$ cat src/rtl/imem_arb_pkg.sv
// imem_arb_pkg: shared types and constants for the instruction-memory arbiter
package imem_arb_pkg;
  typedef enum logic [1:0] {ARB_IDLE, ARB_HOLD_F, ARB_HOLD_D} arb_state_t;
  typedef enum logic {GNT_F, GNT_D} grant_t;
  localparam int IMEM_DEPTH_WORDS = 2048;
  localparam int IMEM_IDX_W = 11;
endpackage

$ cat src/rtl/imem_arbiter_if.sv
// imem_arbiter_if: fetch/debug request-response channels plus the imem read port
interface imem_arbiter_if #(
  parameter int ADDR_W = 32,
  parameter int DATA_W = 32
);
  logic f_req_valid;
  logic f_req_ready;
  logic [ADDR_W-1:0] f_req_addr;
  logic f_rsp_valid;
  logic f_rsp_ready;
  logic [DATA_W-1:0] f_rsp_data;
  logic f_rsp_err;
  logic d_req_valid;
  logic d_req_ready;
  logic [ADDR_W-1:0] d_req_addr;
  logic d_rsp_valid;
  logic d_rsp_ready;
  logic [DATA_W-1:0] d_rsp_data;
  logic d_rsp_err;
  logic [ADDR_W-1:0] mem_addr;
  logic [DATA_W-1:0] mem_rdata;
  logic busy;
  modport slave (
    input  f_req_valid, f_req_addr, f_rsp_ready,
    input  d_req_valid, d_req_addr, d_rsp_ready,
    input  mem_rdata,
    output f_req_ready, f_rsp_valid, f_rsp_data, f_rsp_err,
    output d_req_ready, d_rsp_valid, d_rsp_data, d_rsp_err,
    output mem_addr, busy
  );
  modport master (
    output f_req_valid, f_req_addr, f_rsp_ready,
    output d_req_valid, d_req_addr, d_rsp_ready,
    output mem_rdata,
    input  f_req_ready, f_rsp_valid, f_rsp_data, f_rsp_err,
    input  d_req_ready, d_rsp_valid, d_rsp_data, d_rsp_err,
    input  mem_addr, busy
  );
endinterface

$ cat src/rtl/imem_rr_pick.sv
// imem_rr_pick: combinational 2-way round-robin picker, grant[0]=F, grant[1]=D
module imem_rr_pick
  import imem_arb_pkg::*;
(
  input  logic       f_valid,
  input  logic       d_valid,
  input  grant_t     last_grant,
  input  logic       slot_free,
  output logic [1:0] grant
);
  always_comb begin
    grant[0] = slot_free && f_valid && (!d_valid || last_grant == GNT_D);
    grant[1] = slot_free && d_valid && (!f_valid || last_grant == GNT_F);
  end
endmodule

$ cat src/rtl/imem_arbiter.sv
// imem_arbiter: shares imem between fetch and debug; IMEM_ARB_ERR_EN enables misaligned/out-of-range error responses
module imem_arbiter
  import imem_arb_pkg::*;
#(
  parameter int ADDR_W = 32,
  parameter int DATA_W = 32,
  parameter int DEPTH_WORDS = IMEM_DEPTH_WORDS
) (
  input logic clk,
  input logic rst_n,
  imem_arbiter_if.slave bus
);
  localparam int IDX_W = $clog2(DEPTH_WORDS);
  arb_state_t state_q, state_d;
  grant_t last_q;
  logic [1:0] gnt;
  logic slot_free, accept, err;
  logic [ADDR_W-1:0] sel_addr, word_addr, addr_q;
  logic [DATA_W-1:0] f_data_q, d_data_q, cap_data;
  logic f_err_q, d_err_q;
  // a held response that is consumed this cycle frees the slot for a back-to-back accept
  assign slot_free = state_q == ARB_IDLE || (state_q == ARB_HOLD_F && bus.f_rsp_ready) || (state_q == ARB_HOLD_D && bus.d_rsp_ready);
  imem_rr_pick u_pick (
    .f_valid   (bus.f_req_valid),
    .d_valid   (bus.d_req_valid),
    .last_grant(last_q),
    .slot_free (slot_free),
    .grant     (gnt)
  );
  assign accept = |gnt;
  assign sel_addr = gnt[1] ? bus.d_req_addr : bus.f_req_addr;
  assign word_addr = ADDR_W'({sel_addr[IDX_W+1:2], 2'b00});
`ifdef IMEM_ARB_ERR_EN
  assign err = |sel_addr[1:0] || |(sel_addr >> (IDX_W + 2));
`else
  assign err = 1'b0;
`endif
  assign cap_data = err ? '0 : bus.mem_rdata;
  // outside an accept the registered address keeps the memory output stable
  assign bus.mem_addr = accept ? word_addr : addr_q;
  assign bus.f_req_ready = gnt[0];
  assign bus.d_req_ready = gnt[1];
  assign bus.f_rsp_valid = state_q == ARB_HOLD_F;
  assign bus.d_rsp_valid = state_q == ARB_HOLD_D;
  assign bus.f_rsp_data = f_data_q;
  assign bus.d_rsp_data = d_data_q;
  assign bus.f_rsp_err = f_err_q;
  assign bus.d_rsp_err = d_err_q;
  assign bus.busy = state_q != ARB_IDLE;
  always_comb begin
    state_d = gnt[0] ? ARB_HOLD_F : gnt[1] ? ARB_HOLD_D : slot_free ? ARB_IDLE : state_q;
  end
  always_ff @(posedge clk) begin
    if (!rst_n) state_q <= ARB_IDLE;
    else state_q <= state_d;
  end
  always_ff @(posedge clk) begin
    if (!rst_n) begin
      last_q <= GNT_D;
      addr_q <= '0;
      f_data_q <= '0;
      d_data_q <= '0;
      f_err_q <= 1'b0;
      d_err_q <= 1'b0;
    end else if (accept) begin
      last_q <= gnt[0] ? GNT_F : GNT_D;
      addr_q <= word_addr;
      if (gnt[0]) begin
        f_data_q <= cap_data;
        f_err_q <= err;
      end else begin
        d_data_q <= cap_data;
        d_err_q <= err;
      end
    end
  end
endmodule
$ cat src/flat_wrapper.sv
// flat-port wrapper written by rule: the top's interface ports become plain ports
module imem_arbiter_flat import imem_arb_pkg::*;
#(
  parameter int ADDR_W = 32,
  parameter int DATA_W = 32,
  parameter int DEPTH_WORDS = IMEM_DEPTH_WORDS
)
  (clk, rst_n, bus_f_req_valid, bus_f_req_addr, bus_f_rsp_ready, bus_d_req_valid, bus_d_req_addr, bus_d_rsp_ready, bus_mem_rdata, bus_f_req_ready, bus_f_rsp_valid, bus_f_rsp_data, bus_f_rsp_err, bus_d_req_ready, bus_d_rsp_valid, bus_d_rsp_data, bus_d_rsp_err, bus_mem_addr, bus_busy);
  imem_arbiter_if #(.ADDR_W(ADDR_W), .DATA_W(DATA_W)) bus_i ();
  input logic clk;
  input logic rst_n;
  input wire logic [$bits(bus_i.f_req_valid)-1:0] bus_f_req_valid;
  input wire logic [$bits(bus_i.f_req_addr)-1:0] bus_f_req_addr;
  input wire logic [$bits(bus_i.f_rsp_ready)-1:0] bus_f_rsp_ready;
  input wire logic [$bits(bus_i.d_req_valid)-1:0] bus_d_req_valid;
  input wire logic [$bits(bus_i.d_req_addr)-1:0] bus_d_req_addr;
  input wire logic [$bits(bus_i.d_rsp_ready)-1:0] bus_d_rsp_ready;
  input wire logic [$bits(bus_i.mem_rdata)-1:0] bus_mem_rdata;
  output wire logic [$bits(bus_i.f_req_ready)-1:0] bus_f_req_ready;
  output wire logic [$bits(bus_i.f_rsp_valid)-1:0] bus_f_rsp_valid;
  output wire logic [$bits(bus_i.f_rsp_data)-1:0] bus_f_rsp_data;
  output wire logic [$bits(bus_i.f_rsp_err)-1:0] bus_f_rsp_err;
  output wire logic [$bits(bus_i.d_req_ready)-1:0] bus_d_req_ready;
  output wire logic [$bits(bus_i.d_rsp_valid)-1:0] bus_d_rsp_valid;
  output wire logic [$bits(bus_i.d_rsp_data)-1:0] bus_d_rsp_data;
  output wire logic [$bits(bus_i.d_rsp_err)-1:0] bus_d_rsp_err;
  output wire logic [$bits(bus_i.mem_addr)-1:0] bus_mem_addr;
  output wire logic [$bits(bus_i.busy)-1:0] bus_busy;
  assign bus_i.f_req_valid = bus_f_req_valid;
  assign bus_i.f_req_addr = bus_f_req_addr;
  assign bus_i.f_rsp_ready = bus_f_rsp_ready;
  assign bus_i.d_req_valid = bus_d_req_valid;
  assign bus_i.d_req_addr = bus_d_req_addr;
  assign bus_i.d_rsp_ready = bus_d_rsp_ready;
  assign bus_i.mem_rdata = bus_mem_rdata;
  assign bus_f_req_ready = bus_i.f_req_ready;
  assign bus_f_rsp_valid = bus_i.f_rsp_valid;
  assign bus_f_rsp_data = bus_i.f_rsp_data;
  assign bus_f_rsp_err = bus_i.f_rsp_err;
  assign bus_d_req_ready = bus_i.d_req_ready;
  assign bus_d_rsp_valid = bus_i.d_rsp_valid;
  assign bus_d_rsp_data = bus_i.d_rsp_data;
  assign bus_d_rsp_err = bus_i.d_rsp_err;
  assign bus_mem_addr = bus_i.mem_addr;
  assign bus_busy = bus_i.busy;
  imem_arbiter #(.ADDR_W(ADDR_W), .DATA_W(DATA_W), .DEPTH_WORDS(DEPTH_WORDS)) u_core (.clk(clk), .rst_n(rst_n), .bus(bus_i));
endmodule
$ cat config.mk
export PLATFORM = sky130hd
export DESIGN_NAME = imem_arbiter_flat
export DESIGN_NICKNAME = d
export VERILOG_FILES = /design/src/rtl/imem_arb_pkg.sv /design/src/rtl/imem_arbiter_if.sv /design/src/rtl/imem_rr_pick.sv /design/src/rtl/imem_arbiter.sv /design/src/flat_wrapper.sv
export SDC_FILE = /design/constraint.sdc
export NUM_CORES = 1
export LEC_CHECK = 0
export ABC_CLOCK_PERIOD_IN_PS = 3000
export CAP_MARGIN = 20
export CORE_UTILIZATION = 40
export CTS_CLUSTER_SIZE = 20
export DETAILED_ROUTE_END_ITERATION = 16
export GPL_ROUTABILITY_DRIVEN = 1
export PLACE_DENSITY = 0.81
export SETUP_SLACK_MARGIN = 0.02
export SYNTH_ARGS = -nofsm -noshare
export SYNTH_HDL_FRONTEND = slang
export SYNTH_HIERARCHICAL = 1
export SYNTH_SLANG_ARGS = --single-unit
$ cat constraint.sdc
create_clock -name clk -period 3 [get_ports clk]
set_clock_uncertainty 0.2 [all_clocks]
set_input_delay 0.6 -clock clk [delete_from_list [all_inputs] [get_ports clk]]
set_output_delay 0.6 -clock clk [all_outputs]
set_load 0.05 [all_outputs]
==> out/metrics.yaml, run 1 <==
timing:
  worst_slack_ps: 115
  setup_viol: 0
  fmax_mhz: 347
  period_minus_slack_ps: 2890
  fin_crit_sh: 0.962
  hold_viol: 0
  final_max_slew_viol_count: 0
  grt_setup_unrepaired: "true"
  worst_pin_slew_ps: 623
  relSlewSlack: 0.584
worst_setup_path:
  reg2regPathDepth: 10
  arrival_ps: 2090
  critPathKind: "in2out"
  r2r_start: "u_core/state_q[1]"
  crit_required_ps: 2200
  reg2reg_to: "u_core/bus.d_rsp_data[31]"
  worstSetupEndpointType: "primary output"
  cp_max_fo: 21
  startpoint_type: "input pin"
  rrSetupSlack_ps: 630
final_layout:
  num_antenna_cells: 0
  utilization: 0.669
  nets: 696
  mostFrequentLayoutCells: "121 x clkdlybuf4s50_1, 98 x dfxtp_1, 65 x nand2_1"
  drive_gt1_frac: 0.189
  fill_cells: 749
  area_delta_synth_final_pct: 59.0
  final_common_cell: "clkdlybuf4s50_1"
clock_tree:
  ctsHoldBuffers: 0
  clock_path_buffers: 2
  clkTransAtPathRegs_ps: 100
  clock_latency_ps: 360
  clock-root-buffer: "clkbuf_8"
  cts.sinks: 99
  cts_tree: "done"
  cts_max_level: 3
  numCtsBuffers: 9
yosys:
  yosysWarningCount: 6
  synth-seq-cells: 99
  synth.distinct_cells: 26
  synthArstFlopShare: 0
  syn_area_per_cell_um2: 9.32
  synth.top_cell.area_share: 0.500
  synth.area.top_cells: "dfxtp_1 50%, mux2i_1 8.1%, nor2b_1 7.4%"
  synth_area_mm2: 0.00396
  ys.flop_type: "dfxtp_1"
  ys_seq_area_frac: 0.500
  syn_inst: 425
  synth_top_area_cell: "dfxtp_1"
  synth_edf_count: 0
outcome:
  outcome: "completed"
placed_design:
  dp_hpwl_mm: 7.26
  portBuffers: 160
  gp_congestion: 0.741
  pre_cts_slack_ps: -243
route:
  routed_wl_mm: 10.3
  dr_total_vias: 3464
  ant_nets: 0
  drc: 0
  drtIter0Drc: 78
  vias_per_cell: 4.76
  dr.pass1.iters: 4
  post_drt_wl_per_cell_um: 14.2
hold_path:
  min_from: "u_core/bus.d_rsp_data[5]"
  hold_path.class: "reg2reg"
  hold_end: "u_core/bus.d_rsp_data[5]"
  hold_path_depth: 2
power:
  power-per-cell-area_mw_per_mm2: 532
  p_leak_nw: 2.59
  power.total_mw: 3.35
  ir_drop_mv: 0.446
floorplanning:
  num_rows: 35
  initial_core_util: 0.421
  ios: 205
  dieArea_mm2: 0.0103
  die_h_um: 102
  core_mm2: 0.00942
  fp.dieW_um: 102
global_routing:
  grt_pass1_wl_mm: 16.7
  grt_pass1_vias: 3507
  grt_max_degree: 54
  antenna_found_initial: 0
  grt_overflow: 0
  grt_usage: 0.208
job:
  cap_violations: 0
-- kinds of logic after synthesis --
family                 Yosys count  synth area share
and+or+nand+nor                174             0.228
buffers and inverters           48            0.0689
DFF                             99             0.500
AOI/OAI and AO/OA               71             0.121
other                            1          0.000947
muxes                           32            0.0809
-- Yosys cell counts, drive strengths merged (3+ instances only) --
| master | n |
|---|---|
| a21oi | 15 |
| o21ai | 12 |
| clkbuf | 15 |
| inv | 13 |
| mux2i | 32 |
| nand2b | 3 |
| a21boi | 32 |
| dfxtp | 99 |
| buf | 20 |
| and3 | 21 |
| nand2 | 66 |
| nor2b | 47 |
| and2 | 21 |
| a211oi | 11 |
| nor2 | 13 |
-- state kept, by name (all words and copies together) (netlist names) --
name and flops:
u_core/bus.f_rsp_data 32, u_core/state_q 2, u_core/addr_q 32, u_core/last_q 1
u_core/bus.d_rsp_data 32
-- where the power goes --
group | internal (mW) | switching [mW] | total (mW) | leakage, nW
sequential | 1.39 | 0.0371 | 1.43 | 0.810
combinational | 0.464 | 0.629 | 1.09 | 1.68
clock | 0.343 | 0.488 | 0.831 | 0.0998
total | 2.20 | 1.15 | 3.35 | 2.59
-- worst max-delay path by stage --
stage	endpoint	startpoint	slack, ps	cells past startpoint
2_1_floorplan	bus_mem_addr[5]	bus_f_rsp_ready	10	9
3_3_place_gp	bus_mem_addr[3]	bus_f_rsp_ready	-200	10
3_5_place_dp	bus_mem_addr[5]	bus_f_rsp_ready	-240	11
4_1_cts	bus_mem_addr[9]	u_core/state_q[1]	30	10
5_1_grt	bus_mem_addr[25]	bus_d_rsp_ready	-1	9
6_report	bus_mem_addr[21]	bus_d_rsp_ready	110	9
-- per-stage QoR --
stage | hold WS (ps) | instance area [µm²] | TNS [ps] | std cells
final | 259 | 6300 | 0 | 728
after global routing | 286 | 6300 | -1.09 | 728
after CTS | 262 | 6280 | 0 | 727
after detailed placement | 249 | 5960 | -9850 | 709
after global placement | 241 | 5960 | -7140 | 709
after floorplan | 244 | 4120 | 0 | 426
-- routing by layer --
metal	track usage	wire, µm	up-vias
li1	-	-	1716
met1	0.236	4250	1623
met2	0.370	5160	110
met3	0.0607	719	15
met4	0.0747	191	0
met5	0	0	-
-- area by class of cell --
type                       count  area, µm²  share of cell area
clock buffer                  10        138              0.0218
clock inverter                 6       55.1             0.00874
inverter                      13       48.8             0.00775
multi-input combinational    280       1950               0.309
sequential                    99       1990               0.315
tap                          129        161              0.0256
timing repair buffer         191       1960               0.312
-- worst max-delay path: stages --
cell and delay [ps]:
dlygate4sd2_1 260, nor2b_2 170, a21oi_4 50, nand2_1 120
a21oi_4 60, buf_12 150, nor2_4 300, and2_1 190
buf_4 190
-- repair_timing --
| action | CTS | global route |
|---|---|---|
| cloned | 2 | 0 |
| pin swaps | 8 | 4 |
| setup buffers | 4 | 2 |
| gates resized for setup | 23 | 10 |
| setup endpoints to repair | 33 | 33 |
(Power assumes the default switching activity.)
==> run 2, diff against run 1 <==
- CTS_CLUSTER_DIAMETER: unset -> 100
- HOLD_SLACK_MARGIN: unset -> 0.03
==> results of run 2 <==
Final layout, timing and power as in run 1 (identical DEF).
